### config.mk
export PLATFORM = sky130hd
export DESIGN_NAME = cache_axi_rd_arbiter
export DESIGN_NICKNAME = d
export VERILOG_FILES = /design/src/rtl/cache_axi_rd_arbiter.sv
export SDC_FILE = /design/constraint.sdc
export NUM_CORES = 1
export LEC_CHECK = 0
export CORE_MARGIN = 8
export CORE_UTILIZATION = 33
export CTS_CLUSTER_DIAMETER = 60
export DETAILED_ROUTE_END_ITERATION = 8
export PLACE_DENSITY = 0.81
export SLEW_MARGIN = 5
export SYNTH_ARGS = -nofsm -noshare
export SYNTH_HDL_FRONTEND = slang
export SYNTH_SLANG_ARGS = --single-unit
### constraint.sdc
create_clock -name clk -period 1.89 [get_ports clk]
set_input_delay 0.4725 -clock clk [delete_from_list [all_inputs] [get_ports clk]]
set_output_delay 0.4725 -clock clk [all_outputs]
set_load 0.01 [all_outputs]
### src/rtl/cache_axi_rd_arbiter.sv
// Shares one AXI4 read port (AR + R) between the I-cache and D-cache refill engines.
// Optional ARB_RR_EN: round-robin between the two clients instead of fixed D-over-I priority.
module cache_axi_rd_arbiter #(
    parameter logic [3:0] ID_I = 4'd0,
    parameter logic [3:0] ID_D = 4'd1
) (
    input  logic        clk,
    input  logic        rstn,
    // I-cache side
    input  logic        i_r_req,
    input  logic [31:0] i_r_addr,
    input  logic [7:0]  i_r_length,
    input  logic [2:0]  i_r_size,
    output logic        i_r_rdy,
    input  logic        i_r_data_ready,
    output logic        i_ret_valid,
    output logic        i_ret_last,
    output logic [31:0] i_ret_data,
    // D-cache side
    input  logic        d_r_req,
    input  logic [31:0] d_r_addr,
    input  logic [7:0]  d_r_length,
    input  logic [2:0]  d_r_size,
    output logic        d_r_rdy,
    input  logic        d_r_data_ready,
    output logic        d_ret_valid,
    output logic        d_ret_last,
    output logic [31:0] d_ret_data,
    // AXI AR channel
    output logic [31:0] araddr,
    output logic [7:0]  arlen,
    output logic [2:0]  arsize,
    output logic [1:0]  arburst,
    output logic [3:0]  arid,
    output logic        arvalid,
    input  logic        arready,
    // AXI R channel
    input  logic [31:0] rdata,
    input  logic [3:0]  rid,
    input  logic        rlast,
    input  logic        rvalid,
    output logic        rready
);

    localparam logic [1:0] S_IDLE = 2'd0;
    localparam logic [1:0] S_AR   = 2'd1;
    localparam logic [1:0] S_R    = 2'd2;

    typedef struct packed {
        logic [31:0] addr;
        logic [7:0]  len;
        logic [2:0]  size;
    } ar_req_t;

    logic [1:0] state;
    logic       own_i, own_d;
    logic       win_d, any_req, in_r, ar_hs, burst_done;
    ar_req_t    sel_req;

    assign any_req    = i_r_req | d_r_req;
    assign in_r       = (state == S_R);
    assign ar_hs      = arvalid & arready;
    assign burst_done = in_r & rvalid & rready & rlast;

`ifdef ARB_RR_EN
    // Remembers who finished the last burst; resets to I so D wins the first contention.
    logic last_d;

    always_ff @(posedge clk or negedge rstn) begin
        if (!rstn)
            last_d <= 1'b0;
        else if (burst_done)
            last_d <= own_d;
    end

    assign win_d = d_r_req & (~i_r_req | ~last_d);
`else
    assign win_d = d_r_req;
`endif

    assign sel_req = win_d ? ar_req_t'{d_r_addr, d_r_length, d_r_size}
                           : ar_req_t'{i_r_addr, i_r_length, i_r_size};

    always_ff @(posedge clk or negedge rstn) begin
        if (!rstn) begin
            state   <= S_IDLE;
            own_i   <= 1'b0;
            own_d   <= 1'b0;
            arvalid <= 1'b0;
            araddr  <= '0;
            arlen   <= '0;
            arsize  <= '0;
            arid    <= '0;
        end else begin
            case (state)
                S_IDLE: begin
                    if (any_req) begin
                        araddr  <= sel_req.addr;
                        arlen   <= sel_req.len;
                        arsize  <= sel_req.size;
                        arid    <= win_d ? ID_D : ID_I;
                        own_d   <= win_d;
                        own_i   <= ~win_d;
                        arvalid <= 1'b1;
                        state   <= S_AR;
                    end
                end
                S_AR: begin
                    if (arready) begin
                        arvalid <= 1'b0;
                        state   <= S_R;
                    end
                end
                S_R: begin
                    if (burst_done) begin
                        own_i <= 1'b0;
                        own_d <= 1'b0;
                        state <= S_IDLE;
                    end
                end
                default: state <= S_IDLE;
            endcase
        end
    end

    assign arburst = 2'b01;

    // Beats are passed straight through; backpressure comes from the owner only.
    assign rready = in_r & ((own_d & d_r_data_ready) | (own_i & i_r_data_ready));

    assign i_r_rdy = ar_hs & own_i;
    assign d_r_rdy = ar_hs & own_d;

    assign i_ret_valid = in_r & own_i & rvalid;
    assign i_ret_last  = in_r & own_i & rlast;
    assign i_ret_data  = (in_r & own_i) ? rdata : '0;
    assign d_ret_valid = in_r & own_d & rvalid;
    assign d_ret_last  = in_r & own_d & rlast;
    assign d_ret_data  = (in_r & own_d) ? rdata : '0;

`ifndef SYNTHESIS
    always_ff @(posedge clk) begin
        if (rstn && rvalid) begin
            if (state != S_R)
                $error("cache_axi_rd_arbiter: rvalid seen outside R state");
            else if (rid != arid)
                $error("cache_axi_rd_arbiter: rid %0d differs from arid %0d", rid, arid);
        end
    end
`endif

endmodule

==> run metrics <==
status=complete, but fails checks; failing checks=negative setup slack; Syn Std Cell Area=3140 um2; clk sinks=49; sequential share of the synthesized area=39.1%; VDD IR max=0.000622 V; Pre-antenna DRT Iters=4; CTS buffer count=5; clock transition at the registers of the reported paths=0.09 ns; CTS max path bufs=2; num rows=35; Synth top area share=39.1%; worst-path fanout max=5; YS warnings=0; Hold Vio Cnt, Final=0; Syn-to-layout area delta=100%; clk_skew=0.00465 ns; largest net degree at the start of global routing=27; DRC Markers=0; detailed placer's ending HPWL=9190 um; max-slew violation count=0; multiplexer share of the synthesized area=35.4%; HP Class=in -> async; number of DRC markers in iteration 0=101; Crit. End Element=primary output; # diodes=0; leakage=2.81 nW; fin area=6280 um2; Fmax achieved=0.501 GHz; via count=2960; post-synth top area cell=dfrtp_1; vias in the first global route=3374; Tcrit/Tclk final=106%; die area=12900 um2; XOR/XNOR Fraction of Synth Area=0%; Wirelength per Cell=19.6 um; total track usage=17.7%; Post-Synth Adder-Cell Area=0%; die span in x=113 um; core box area=9240 um2; CTS tree=done; DP Area=5740 um2; htree depth=2; Slew Limit Headroom=61.0%; synthesized instance count=257; Worst R2R Path Depth=6; Die H=113 um; antenna violations before repair=0; buffers added on ports=242; layout cells sized above 1=50.1%; Arr. time, crit path=1.52 ns; simple-gate share of the synthesized area=16.8%; RSZ-0062 raised after global routing=true; Cells after DPL=625; Least-Margin Pin Slew=0.584 ns; Tmin final=1.99 ns; RePlAce Congestion=0.822; top post-synthesis cells by area=dfrtp_1 (39%), mux2_4 (18%), mux2_2 (17%); Startpoint Class=flop; final setup fails=68; final WL=12700 um; most frequent cells in the layout=clkdlybuf4s50_1 (169), buf_6 (57), and2_4 (55); PD cells=1170 nW/um2; Crit Path Class=reg -> out; fin cells=648; critical path required time=1.42 ns; min setup slack post-route=-0.105 ns; Cell variety after synth=26; Synth Register Bits=49; main combinational cell family by area after synthesis=multiplexers; post-synthesis compound-gate area fraction=2.11%; layout net count=649; Initial Util=33.9%; IO Count=252; total gr overflow=0; Clk Latency, worst-skew pair=0.29 ns; most common cell after layout, fill and taps aside=clkdlybuf4s50_1; DR vias/cell=4.57; CTS root buffer=clkbuf_8; Max Cap Viol=0; Mean Syn Cell Area=12.2 um2; first-pass GRT wire length=18200 um; antenna viol nets, final=0
power breakdown:
group | internal (mW) | switching (mW)
Clock | 0.262 | 0.332
Combinational | 3.12 | 1.74
Sequential | 1.59 | 0.319
Total | 4.97 | 2.39
routing by layer:
| layer | wire (um) | up-vias | GRT usage, % | share of wire, % |
|---|---|---|---|---|
| li1 | - | 1376 | - | - |
| met2 | 6950 | 165 | 33.9 | 55 |
| met3 | 1120 | 17 | 7.13 | 8.8 |
| met1 | 4390 | 1402 | 17.3 | 35 |
| met4 | 251 | 0 | 4.09 | 2.0 |
| met5 | 0 | - | 0 | 0 |
flip-flops by register name, summed over array words and instances, names as in the netlist:
signal and count:
araddr 32, arvalid 1, state 2, arsize 3, own_d 1, arlen 8
own_i 1, arid 1
Yosys cell counts (all sizes together):
cell / count
o211ai: 1
nor2: 4
nand2: 7
conb: 2
buf: 16
dfrtp: 49
inv: 2
clkbuf: 6
and2: 68
o21a: 1
mux2: 86
or2: 1
nor3: 1
a21o: 1
nand3b: 1
a22o: 1
o221ai: 1
and3: 4
a22oi: 2
o21ai: 2
and2b: 1
worst max-delay path, cell delays in order (launching register included):
cell,delay [ns]
dfrtp_1,0.41
inv_2,0.08
and3_4,0.21
buf_12,0.14
clkbuf_16,0.15
and2_4,0.14
buf_6,0.10
through the flow:
step                utilization, %  hold WS, ns  power (mW)  setup TNS (ns)  setup WS [ns]
floorplan                        -        0.177        4.06               0          0.250
global placement              62.1        0.490        6.09          -12.78         -0.276
detailed placement            62.1        0.492        6.17          -13.75         -0.272
CTS                           63.3        0.187        7.05           -2.74        -0.0668
global route                  68.0        0.197        7.78           -7.46         -0.142
finish                        68.0        0.170        7.37           -3.90         -0.105
path summary, 6_finish.rpt:
check | startpoint | endpoint | slack (ns)
min reg2reg | araddr[29] | araddr[29] | 0.51
min in group clk | araddr[29] | araddr[29] | 0.51
min | rstn | araddr[6] | 0.17
max reg2reg | state[0] | araddr[30] | 0.18
max in group asynchronous | rstn | araddr[1] | 1.18
max | state[0] | i_ret_data[25] | -0.10
kinds of logic (layout without fill, tap and decap cells):
group / Yosys count / in the layout
other: 2 / 5
AOI/OAI and AO/OA: 9 / 9
and+or+nand+nor: 87 / 87
buffers and inverters: 24 / 283
muxes: 86 / 86
DFF: 49 / 49
repair_timing:
item,CTS,global route
endpoints found under the setup margin,71,71
gates cloned,6,3
pin swaps,16,26
resized for setup,319,92
hold buffers,0,0
buffers inserted,3,3
final cells by class:
type	count	area, um2
fillers	652	2960
multi-input cells	187	1880
inverters	2	7.51
well taps	129	161
clock buffers	7	76.3
clock inverters	1	7.51
repair buffers	273	2930
flip-flops and latches	49	1230
Power figures use the tool's default switching activity.
